[config.mk]
export PLATFORM = sky130hd
export DESIGN_NAME = fp_add_initiator
export DESIGN_NICKNAME = d
export VERILOG_FILES = /design/src/rtl/fp_add_initiator.sv
export SDC_FILE = /design/constraint.sdc
export NUM_CORES = 1
export LEC_CHECK = 0
export ABC_AREA = 1
export BUFFER_PORTS_ARGS = -buffer_cell sky130_fd_sc_hd__buf_4
export CORE_MARGIN = 1
export CORE_UTILIZATION = 54
export DETAILED_ROUTE_END_ITERATION = 10
export GPL_TIMING_DRIVEN = 0
export PLACE_DENSITY_LB_ADDON = 0.25
export SLEW_MARGIN = 30
export SYNTH_ARGS = -nofsm -noshare
export SYNTH_HDL_FRONTEND = slang
export SYNTH_SLANG_ARGS = --single-unit
[constraint.sdc]
create_clock -name clk -period 4.1 [get_ports clk]
set_clock_uncertainty 0.05 [all_clocks]
set_input_delay 0.205 -clock clk [delete_from_list [all_inputs] [get_ports clk]]
set_output_delay 0.205 -clock clk [all_outputs]
set_load 0.05 [all_outputs]
[src/rtl/fp_add_initiator.sv]
// In-order result queue for fp_add_initiator; plain circular buffer, no bypass.
// Latency: a push is visible at the head the cycle after it is written.
// Backpressure: none internally; the owner never pushes when full or pops when empty.
module fp_add_fifo #(
  parameter int WIDTH = 8,
  parameter int DEPTH = 4
) (
  input  logic                     clk,
  input  logic                     reset,
  input  logic                     push,
  input  logic [WIDTH-1:0]         push_dat,
  input  logic                     pop,
  output logic [WIDTH-1:0]         head_dat,
  output logic [$clog2(DEPTH):0]   count
);
  localparam int PW = $clog2(DEPTH);

  logic [WIDTH-1:0] mem [DEPTH];
  logic [PW-1:0]    wr_ptr;
  logic [PW-1:0]    rd_ptr;

  always_ff @(posedge clk) begin
    if (reset) begin
      wr_ptr <= '0;
      rd_ptr <= '0;
      count  <= '0;
    end else begin
      if (push) begin
        mem[wr_ptr] <= push_dat;
        wr_ptr      <= wr_ptr + 1'b1;
      end
      if (pop)
        rd_ptr <= rd_ptr + 1'b1;
      if (push && !pop)
        count <= count + 1'b1;
      else if (pop && !push)
        count <= count - 1'b1;
    end
  end

  assign head_dat = mem[rd_ptr];
endmodule

// Drives one FP32 adder operation at a time over En/Ready and queues tagged results.
// Latency: accept at cycle 0, add_en at cycle 1, result visible the cycle after add_ready.
// Backpressure: cmd_ready only in IDLE with a free result slot; res_ready stalls the queue.
module fp_add_initiator #(
  parameter int FIFO_DEPTH     = 4,
  parameter int TIMEOUT_CYCLES = 64,
  parameter int TAG_W          = 4
) (
  input  logic             clk,
  input  logic             reset,
  input  logic             cmd_valid,
  output logic             cmd_ready,
  input  logic [31:0]      cmd_a,
  input  logic [31:0]      cmd_b,
  input  logic             cmd_sub,
  input  logic [TAG_W-1:0] cmd_tag,
  output logic [31:0]      add_a,
  output logic [31:0]      add_b,
  output logic             add_en,
  input  logic [31:0]      add_sum,
  input  logic             add_ready,
  output logic             res_valid,
  input  logic             res_ready,
  output logic [31:0]      res_data,
  output logic [TAG_W-1:0] res_tag,
  output logic             res_timeout,
  output logic             busy,
  output logic             err_stray
);
  localparam int CW   = $clog2(FIFO_DEPTH) + 1;
  localparam int WD_W = $clog2(TIMEOUT_CYCLES);

  typedef enum logic [1:0] {IDLE, LAUNCH, WAIT} state_t;

  typedef struct packed {
    logic [31:0]      data;
    logic [TAG_W-1:0] tag;
    logic             timeout;
  } res_t;

  state_t           state;
  logic [TAG_W-1:0] tag_q;
  logic [WD_W-1:0]  wd;
  logic [CW-1:0]    count;
  logic             accept;
  logic             wd_expired;
  logic             push;
  logic             pop;
  res_t             push_dat;
  res_t             head;

  // A slot is reserved at accept time, so the push at WAIT exit always fits.
  assign cmd_ready  = !reset && (state == IDLE) && (count < CW'(FIFO_DEPTH));
  assign accept     = cmd_valid && cmd_ready;
  assign wd_expired = (wd == WD_W'(TIMEOUT_CYCLES - 1));
  assign push       = (state == WAIT) && (add_ready || wd_expired);
  assign push_dat   = '{data: add_ready ? add_sum : 32'h0, tag: tag_q, timeout: !add_ready};
  assign res_valid  = (count != '0);
  assign pop        = res_valid && res_ready;
  assign busy       = (state != IDLE);

  // Head is masked when empty so the unreset storage never leaks out.
  assign res_data    = res_valid ? head.data    : 32'h0;
  assign res_tag     = res_valid ? head.tag     : '0;
  assign res_timeout = res_valid ? head.timeout : 1'b0;

  always_ff @(posedge clk) begin
    if (reset) begin
      state     <= IDLE;
      add_a     <= 32'h0;
      add_b     <= 32'h0;
      add_en    <= 1'b0;
      tag_q     <= '0;
      wd        <= '0;
      err_stray <= 1'b0;
    end else begin
      if (add_ready && (state != WAIT))
        err_stray <= 1'b1;
      case (state)
        IDLE: begin
          if (accept) begin
            add_a <= cmd_a;
            // Negating +0 would turn it into -0 and defeat the adder's zero shortcut.
            add_b  <= (cmd_sub && (cmd_b != 32'h0)) ? {~cmd_b[31], cmd_b[30:0]} : cmd_b;
            tag_q  <= cmd_tag;
            add_en <= 1'b1;
            state  <= LAUNCH;
          end
        end
        LAUNCH: begin
          add_en <= 1'b0;
          wd     <= '0;
          state  <= WAIT;
        end
        WAIT: begin
          if (add_ready || wd_expired)
            state <= IDLE;
          else
            wd <= wd + 1'b1;
        end
        default: state <= IDLE;
      endcase
    end
  end

  fp_add_fifo #(
    .WIDTH ($bits(res_t)),
    .DEPTH (FIFO_DEPTH)
  ) u_res_fifo (
    .clk      (clk),
    .reset    (reset),
    .push     (push),
    .push_dat (push_dat),
    .pop      (pop),
    .head_dat (head),
    .count    (count)
  );
endmodule

Yosys cells after proc, flatten, opt, wreduce, memory -nomap -nowiden

Memories as Yosys holds them, arrays and structs flattened. A register that Yosys moved wholly into a read port is not among the register bits.
Index checks and enable logic that the tools add are counted.

Logic and storage cells: 69
Input bits: 106
Output and inout bits: 106
Bits in writable memories: 148
Flip-flop bits (word level): 85
Memories kept: 1

Muxes and demuxes: 19
$add $sub $neg: 5
Eq/ne operators: 7
Bitwise operators: 1
Reductions and logical operators: 25
Magnitude comparators: 1

Memory list:

| name           | words | bits a word | read ports | clocked after memory_dff | wr ports | line | text |
|---|---|---|---|---|---|---|---|
| u_res_fifo.mem | 4     | 37          | 1          | 1                        | 1        | 18   | `logic [WIDTH-1:0] mem [DEPTH];` |

Operator list:

| cell                                              | count |
|---|---|
| 2-to-1 mux 32 bit                                 | 3 |
| nonzero test 32 bit                               | 1 |
| case mux 6 bit (2 select lines)                   | 1 |
| logical AND 1 bit                                 | 9 |
| 2-to-1 mux 2 bit                                  | 4 |
| AND reduction 2 bit                               | 4 |
| nonzero test 2 bit                                | 4 |
| adder 6 x 1 -> 6 bit (second input constant)      | 1 |
| == test 6 bit (second input constant)             | 1 |
| 2-to-1 mux 3 bit                                  | 2 |
| 2-to-1 mux 6 bit                                  | 1 |
| != test 2 bit (second input constant)             | 3 |
| case mux 2 bit (3 select lines)                   | 1 |
| 2-to-1 mux 1 bit                                  | 5 |
| adder 2 x 1 -> 2 bit (second input constant)      | 2 |
| zero test 1 bit                                   | 4 |
| 2-to-1 mux 4 bit                                  | 1 |
| adder 3 x 1 -> 3 bit (second input constant)      | 1 |
| < comparator 3 bit (second input constant)        | 1 |
| nonzero test 3 bit                                | 1 |
| subtractor 3 x 1 -> 3 bit (second input constant) | 1 |
| == test 2 x 1 -> 1 bit (second input constant)    | 1 |
| == test 2 bit (second input constant)             | 1 |
| zero test 2 bit                                   | 1 |
| 4 further kinds                                   | 4 |

Depth between registers and ports, before layout

Gate-level depths: netlist of run 1.

Depth after elaboration: 7
Gate-level depth with buffers: 14
Mapped depth without buffers: 14

Cells and area by module

Synthesis of run 1 repeated with hierarchy kept, for this count alone.

Cells, all modules: 962
Area total of the unflattened synthesis: 9591.7 µm²

Modules (own cells, without submodules):

| module           | sequential area each (µm²) | times used | area an instance (µm²) | cells an instance |
|---|---|---|---|---|
| fp_add_fifo      | 4624.4                     | 1          | 5926.9                 | 415 |
| fp_add_initiator | 1561.5                     | 1          | 3664.8                 | 547 |

Least setup slack after synthesis of run 1

OpenSTA, ideal clock, no wires.

Path type: register to register
Start point: reg wd[0]
End point: mem u_res_fifo.mem[0][0] in the netlist's numbering, enable pin
Library setup time: 0.431 ns
Path slack: 0.950 ns
Stages on the path, launching flop included: 10
Arrival: 2.669 ns
Clock period less this slack: 3.150 ns
Data required time: 3.619 ns
Buffers on the path: 0
Cells stage by stage: dfxtp_1 ha_1 nand2_1 nor2_1 nand3_1 nand2_1 nand2_1 inv_1 nand2_1 nor2_1

Word-level cells in the longest chain between the ends: 6

Ends and longest elaborated chain:

| item                                   | line | text |
|---|---|---|
| from (decl)                            | 86   | `logic [WD_W-1:0] wd;` |
| from (signal assigned)                 | 142  | `wd <= wd + 1'b1;` |
| == test 6 bit                          | 98   | `assign wd_expired = (wd == WD_W'(TIMEOUT_CYCLES - 1));` |
| logical OR 1 bit                       | 99   | `assign push = (state == WAIT) && (add_ready \|\| wd_expired);` |
| logical AND 1 bit                      | 99   |  |
| via push                               | 90   | `logic push;` |
| 2-to-1 mux 1 bit                       | 28   | `if (push) begin` |
| 2-to-1 mux 1 bit                       | 23   | `if (reset) begin` |
| 2-to-1 mux 1 bit (implied by the code) | 29   | `mem[wr_ptr] <= push_dat;` |
| to (decl)                              | 18   |  |

The timed path passes the listed nets, and every way through them passes these cells.

Final worst setup path of run 1

Start point: reg wd[0]
End point: mem u_res_fifo.mem[3][28] in the netlist's numbering, enable pin

Same word-level chain as after synthesis.

==> run summary, run 1 <==
The flow ran to the end, and the final reports show no timing, DRC or antenna violations. Measured along the y axis, the die boundary spans 134 um. Fill cells in the final layout number 993.

Of the synthesized area, sequential elements account for 66.1%. The power per standard cell area was 616 mW/mm^2; the post-layout utilization of the core was 78.2%. The worst slew margin relative to its limit was 56.7%; the pin count of the biggest net entering global routing was 21. The logs give 1 for the number of levels the H-tree was split into and 28.7% for the global routing usage summed across all routing layers. The required time reported for the critical path endpoint was 4.26 ns.

Setup violations remaining at the end of the flow were counted as 0. The logs give 0 for the count of antenna diodes in the layout and 2.74 ns for the arrival time at the worst endpoint. The critical path class is reg -> reg. Startpoint of the most critical hold path: reset.

The fraction of final layout cells sized beyond drive strength 1 came out at 21.8%. The start of the worst register-to-register path is wd[0]$_SDFFE_PP0P_. After synthesis, the cell types taking the most area are edfxtp_1 48%, dfxtp_1 19%, nand2_1 7.7%, nor2_1 7.7%, a21oi_1 6.2%. The number of antenna violations at the first check in global routing is 0, and the share of synthesized registers carrying an async set or reset is 0%. The placeable core area is 0.0168 sq mm, and the max-cap check violation count is 0. The gate count after technology mapping is 960. nand2_1 is the most common cell in the netlist. After clock tree synthesis, the clock-pin slew on the worst setup and hold paths is 0.06 ns. The count of buffers added by post-CTS timing repair for setup is 0, and the final max-slew violation count is 0.

In the routed layout, each cell is associated on average with a via count of 5.28. The count of nets left with antenna violations once routing finished came out at 0. 212 I/O pins were placed.

Once the floorplan was initialized, standard cells occupied 55.8% of the core. The slew of the pin with the lowest slew margin is 0.648 ns. STA classifies the critical path endpoint as a flop. STA classifies the critical path startpoint as a flop. The via count of the first global-routing pass is 8235. In this run, synthesis produced a sequential element count of 235.

Compared with the post-synthesis result, the final layout area differs by 40.0%. The run gives 24 as the number of buffers inserted during clock tree synthesis. The critical path starts at wd[0]$_SDFFE_PP0P_. For the number of hold violations in the final report, the log shows 0.

Across the VDD grid, the largest voltage drop is 0.522 mV. The first TritonRoute pass finished after 6 iterations. At the end of the flow, the number of nets in the layout was 1413. At the later pin of the worst-skew pair, clock insertion delay measures 0.51 ns. The leftover overflow at the end of global routing came out at 0.

TritonCTS built the clock tree. The DRC violation count after routing is 0, and the final routed wirelength across all metal layers is 25400 um. Number of placement rows: 47. The deepest clock path buffer count came out at 3.

Input and output buffers added on the ports amount to 209. The share of synthesized area in the top cell type comes to 47.5%. The routability congestion estimate came out at 0.764.

The count of vias placed by the detailed router is 8127, and the final cycle utilization of the critical path is 62.7%. Top flip-flop cell by instance count after synthesis: edfxtp_1. Setup repair after global routing left no endpoint under its margin. The synthesized area per cell was 9.75 sq um; the number of library cell types mapped by synthesis was 23. For the cell area after synthesis, the log shows 0.00936 sq mm. After detailed routing, the average wire length per cell comes to 16.5 um. The count of synthesis-stage warnings from yosys was 0. Maximum clock frequency: 389 MHz. The HPWL after detailed placement is 14800 um. In the final timing run, aggregate negative setup slack is 0 ns. For the die outline area, the log shows 0.0179 sq mm. The largest area contributor in the synthesized netlist was edfxtp_1. Synthesis produced a netlist with a net count of 1073. The worst hold path belongs to the class in -> reg. In this run the static leakage power is 5.41 nW.

The die width is 134 um, and the sink count of the clock tree is 235. The first global-routing pass estimated 40300 um of wire. The number of synthesized flops with an enable pin came out at 148.

Clock tree synthesis selected as its root buffer the cell clkbuf_16. The commonest cells after synthesis are 192 x nand2_1, 191 x nor2_1, 148 x edfxtp_1, 116 x a21oi_1, 87 x dfxtp_1. Of all nets on the critical path, the largest fanout is 20.

The routed design could run at a clock period as short as 2.57 ns. After the first detailed-routing iteration, the DRC count stood at 570.
[report_power, final]
part,internal [mW],switching (mW)
clock network,1.14,0.858
logic,0.954,2.41
registers,2.63,0.0759
[metal layers]
| metal | track usage [%] | share of wire (%) | vias to the layer above | wire [um] |
|---|---|---|---|---|
| met3 | 6.47 | 8.4 | 79 | 2140 |
| met1 | 33.6 | 38 | 3808 | 9690 |
| met4 | 11.7 | 3.3 | 0 | 845 |
| met5 | 0 | 0 | - | 0 |
| met2 | 50.8 | 50 | 389 | 12800 |
| li1 | - | - | 3851 | - |
[per-stage QoR]
stage          instances  power, mW  cell area (sq um)  setup slack, ns  hold WS (ns)
2_1_floorplan        960       4.95               9360            0.950         0.298
6_report            1538       8.08              13100             1.53        0.0104
3_3_place_gp        1389       5.95              11200           -0.304         0.400
5_1_grt             1538       8.37              13100             1.26        0.0206
4_1_cts             1538       8.06              13100             1.51       0.00149
3_5_place_dp        1396       5.99              11400             1.52         0.405
[kinds of logic (layout without fill, tap and decap cells)]
logic type,count (synthesis),in the layout,synth area share [%]
AOI/OAI and AO/OA,205,205,11.0
adders and majority gates,7,7,1.02
buffers and inverters,119,477,5.78
DFF,235,235,66.1
and+or+nand+nor,394,394,16.1
[worst max-delay path, cell delays in order (launching register included)]
cell and delay (ns):
dfxtp_1 0.37, ha_1 0.19, nand2_1 0.08, nor2_1 0.14, nand3_1 0.11, nand2_1 0.07
nand2_1 0.07, inv_1 0.13, nand2_1 0.24, nor2_4 0.58, buf_16 0.25
[registers in the layout, indices dropped and copies added (netlist names), 2 cells and up, named ones only]
| name | count |
|---|---|
| add_b | 32 |
| u_res_fifo.rd_ptr | 2 |
| u_res_fifo.mem | 148 |
| u_res_fifo.wr_ptr | 2 |
| state | 2 |
| wd | 6 |
| add_a | 32 |
| u_res_fifo.count | 3 |
| tag_q | 4 |
[layout make-up]
class / count / area (sq um) / share of cell area [%]
Sequential cell: 235 / 6190 / 47.2
Timing Repair Buffer: 314 / 2720 / 20.7
Multi-Input combinational cell: 606 / 2660 / 20.3
Clock buffer: 35 / 674 / 5.15
Buffer: 54 / 294 / 2.24
Tap cell: 220 / 275 / 2.10
Inverter: 65 / 246 / 1.88
Clock inverter: 9 / 48.8 / 0.372
[cell usage in the layout (no fill, tap or decap), drive strengths merged]
cell type    instances
nand3b               1
dfxtp               87
ha                   6
nor2               191
dlygate4sd3         98
o21ai               87
inv                 66
a21oi              116
clkinv               8
and2                 1
fa                   1
nor3                 1
clkbuf              55
nand2              193
buf                250
o21a                 2
nand3                7
edfxtp             148
[repair_timing]
item	in CTS	in global routing
hold endpoints to repair	185	0
setup endpoints to repair	0	0
hold buffers	98	0
gates resized for setup	0	0
[worst paths after layout]
| check | to | slack [ns] | depth (start not counted) |
|---|---|---|---|
| max | u_res_fifo.mem[3][28]$_DFFE_PP_ | 1.53 | 10 |
| min | u_res_fifo.count[2]$_SDFFE_PP0P_ | 0.01 | 3 |
| max reg2reg | u_res_fifo.mem[3][28]$_DFFE_PP_ | 1.53 | 10 |
| min reg2reg | add_en$_SDFFE_PP0P_ | 0.42 | 1 |
(Power assumes the default switching activity.)
==> run 2: changes to the inputs <==
--- a/config.mk
+++ b/config.mk
@@ -5,10 +5,10 @@
 export SDC_FILE = /design/constraint.sdc
 export NUM_CORES = 1
 export LEC_CHECK = 0
-export ABC_AREA = 1
+export ABC_AREA = 0
 export BUFFER_PORTS_ARGS = -buffer_cell sky130_fd_sc_hd__buf_4
 export CORE_MARGIN = 1
-export CORE_UTILIZATION = 54
+export CORE_UTILIZATION = 48
 export DETAILED_ROUTE_END_ITERATION = 10
 export GPL_TIMING_DRIVEN = 0
 export PLACE_DENSITY_LB_ADDON = 0.25
==> constraint.sdc (replaced) <==
create_clock -name clk -period 2.2 [get_ports clk]
set_clock_uncertainty 0.05 [all_clocks]
set_input_delay 0.11 -clock clk [delete_from_list [all_inputs] [get_ports clk]]
set_output_delay 0.11 -clock clk [all_outputs]
set_load 0.05 [all_outputs]
==> run summary, run 2 <==
0 antenna diodes ended up in the layout. The deepest clock path buffer count is 3, and the final max-slew violation count is 0. At the later pin of the worst-skew pair, clock insertion delay measures 0.51 ns. At the worst endpoint, the required time is 2.04 ns. In this run the standard cell core region covers 0.0187 sq mm. In this run the worst hold path is classified as in -> reg. The average wire per standard cell works out to 17.7 um.

The via count of the first global-routing pass came out at 6799. The fraction of post-synthesis cell area in the top cell type by area works out to 48.6%. Using the TritonRoute via totals, the vias-per-cell ratio works out to 5.16. At the pin with the least slew margin, the transition time is 0.598 ns. The number of flip-flops and latches in the synthesized netlist came out at 235. The buffer type at the clock tree root is clkbuf_16. Net count after synthesis: 784.

The tools report the area of placed instances as 0.0111 sq mm. The sum of internal, switching and leakage power was 15.1 mW. Once routing completed, OpenROAD measured the worst setup slack at 0.0153 ns.

In the final timing run, aggregate negative setup slack is 0 ns. The cell area after synthesis came out at 0.00915 sq mm. DRC violation count after routing: 0.

The initial utilization of the core area, before any placement, comes to 48.9%. The worst path uses 99.3% of the clock period. Setup repair after global routing could not meet its margin everywhere. The critical path is of the reg -> out type. Of all cell types, the one taking the most synthesized area is edfxtp_1.

Synthesized area per cell: 13.6 sq um. The number of top-level pins came out at 212. Of all nets on the critical path, the largest fanout is 8. The synthesized design contains 148 enable-type register cells. For the finished layout, the period the worst path requires is 2.18 ns. The worst-case IR drop observed on VDD is 0.597 mV. The logs give 1 for the number of levels the H-tree was split into and 0 for the final setup violation count. For this run the aggregate overflow at the end of global routing stands at 0.

The area growth from synthesis to layout is 46.7%. The global routing usage summed across all routing layers came out at 22.9%. The most common library cell in the layout ignoring fill and taps was buf_4. The die outline area is 0.0196 sq mm. The detail route stage leaves a number of antenna-violating nets equal to 0. The number of flip-flops under the largest register name was 148. Across the run, the number of max-cap violations was 0.

The number of DRC markers after the initial detailed-route iteration came out at 359. The final routed wirelength across all metal layers came out at 22700 um. The placed wire-length estimate was 13400 um.

Once layout is done, the placed cells without fillers occupy 0.0134 sq mm. The type of element capturing the critical path was a primary output. The tree built by TritonCTS fans out to 235 sinks. Worst slew margin relative to its limit: 60.1%. The number of placement rows was 50; the reported leakage power was 5.10 nW. The clock transition at the registers of the reported paths is 0.06 ns. Timing analysis after detailed placement gives a worst setup slack of -0.179 ns. The die is 140 um tall.

TritonCTS built the clock tree. Fraction of final layout cells sized beyond drive strength 1: 34.7%. The routability congestion estimate was 0.768. The commonest cells after synthesis are 148 x edfxtp_1, 137 x nand2_1, 87 x dfxtp_1, 70 x a21oi_1, 70 x and2_1. Detailed routing inserted a total of 6609 vias.

Number of hold violations in the final report: 0. The top flip-flop cell by instance count after synthesis was edfxtp_1. Yosys printed 0 warnings. Most frequent cell after synthesis: edfxtp_1. Entering global routing, the biggest net connects 38 pins. For the arrival time at the worst endpoint, the log shows 2.02 ns. The launching element type of the critical path was a flop. For this run, the detailed router's first-pass iteration total came to 5.

Sorting the synthesized cells by area gives the leading types as edfxtp_1 49%, dfxtp_1 19%, mux4_2 9.1%, nand2_1 5.6%, and2_1 4.8%. Synthesis produced a netlist whose cell count is 671. The first global-routing pass estimated 35100 um of wire.

The tools report the maximum clock frequency as 458 MHz. For the final hold slack, the log shows 0.0431 ns. The part of the Yosys area used for sequential elements came out at 67.6%.

Buffers inserted during clock tree synthesis total 24. After synthesis, the netlist uses 41 different library cells. The top cell types in the final layout, fill and taps aside, are 199 x buf_4, 148 x edfxtp_1, 136 x nand2_1. The run finished with clean final reports.

The net count of the finished layout is 1141. The largest registers in the layout are u_res_fifo.mem x148, add_a x32, add_b x32. Of all flip-flops after synthesis, the portion carrying an async set or reset was 0%. The number of antenna violations at the first check in global routing was 0; the power per standard cell area was 1120 mW/mm^2. Largest register by flop count: u_res_fifo.mem. The count of buffers from port buffering was 210. Die width: 140 um.
run 2: cell count changes in the layout (fill, tap and decap cells not counted), sizes merged, moves of 4 or more:
| cell | previous run | this run |
|---|---|---|
| nand2 | 193 | 138 |
| o21ai | 87 | 4 |
| and2 | 1 | 70 |
| a21oi | 116 | 70 |
| inv | 66 | 6 |
| o2111ai | 0 | 4 |
| mux4 | 0 | 37 |
| and3 | 0 | 5 |
| nor4 | 0 | 8 |
| clkbuf | 55 | 48 |
| xor2 | 0 | 5 |
| dlygate4sd3 | 98 | 103 |
| clkinvlp | 0 | 8 |
| nor2 | 191 | 13 |
run 2: worst max-delay path, stage by stage (launching register included):
cell and delay (ns):
dfxtp_2 0.34, buf_12 0.15, buf_12 0.11, buf_16 0.11, mux4_2 0.49, and2_4 0.17
buf_6 0.14
run 2: logic make-up (layout without fill, tap and decap cells):
kind of cell / count (synthesis) / in the layout / synth area share (%)
DFF: 235 / 235 / 67.6
and+or+nand+nor: 248 / 248 / 13.0
buffers and inverters: 48 / 423 / 3.06
AOI/OAI and AO/OA: 87 / 87 / 5.24
xor gates and xnor gates: 5 / 5 / 0.479
adders and majority gates: 7 / 7 / 1.04
muxes: 41 / 41 / 9.56
run 2: final timing paths:
check,from,end,slack (ns),cells past startpoint
max,flop,res_data[14],0.02,6
min,reset,err_stray$_SDFFE_PP0P_,0.04,3
max reg2reg,u_res_fifo.count[0]$_SDFFE_PP0P_,u_res_fifo.count[2]$_SDFFE_PP0P_,0.08,8
min reg2reg,add_b[26]$_SDFFE_PP0P_,add_b[26]$_SDFFE_PP0P_,0.41,2
run 2: repair_timing:
item,in CTS,in global routing
resized for setup,43,45
endpoints found under the hold margin,198,0
gates cloned,1,2
hold buffers,103,0
setup buffers,11,2
endpoints found under the setup margin,79,75
pin swaps,4,10
run 2: power by group:
part / leakage [nW] / internal (mW) / switching [mW] / total (mW)
clock: 0.375 / 2.43 / 1.70 / 4.13
combinational: 2.66 / 2.51 / 3.42 / 5.93
sequential: 2.06 / 4.87 / 0.128 / 4.99
total: 5.10 / 9.81 / 5.24 / 15.1
run 2: per-layer routing:
metal	vias up	GRT usage, %	routed length [um]
met3	39	5.47	1660
li1	3137	-	-
met2	265	41.4	11600
met1	3168	27.3	8990
met5	-	0	0
met4	0	6.30	464
run 2: layout make-up:
class / count / area, sq um
sequential: 235 / 6190
fill: 1205 / 5280
timing repair buffer: 331 / 2980
multi-input combinational: 388 / 2790
clock buffer: 27 / 633
buffer: 41 / 324
tap: 234 / 293
clock inverter: 17 / 178
inverter: 7 / 31.3
run 2: metrics by stage:
stage               cells  util, %
global route         1280     71.8
global placement     1115     59.0
finish               1280     71.8
floorplan             671        -
CTS                  1276     70.6
detailed placement   1117     59.3
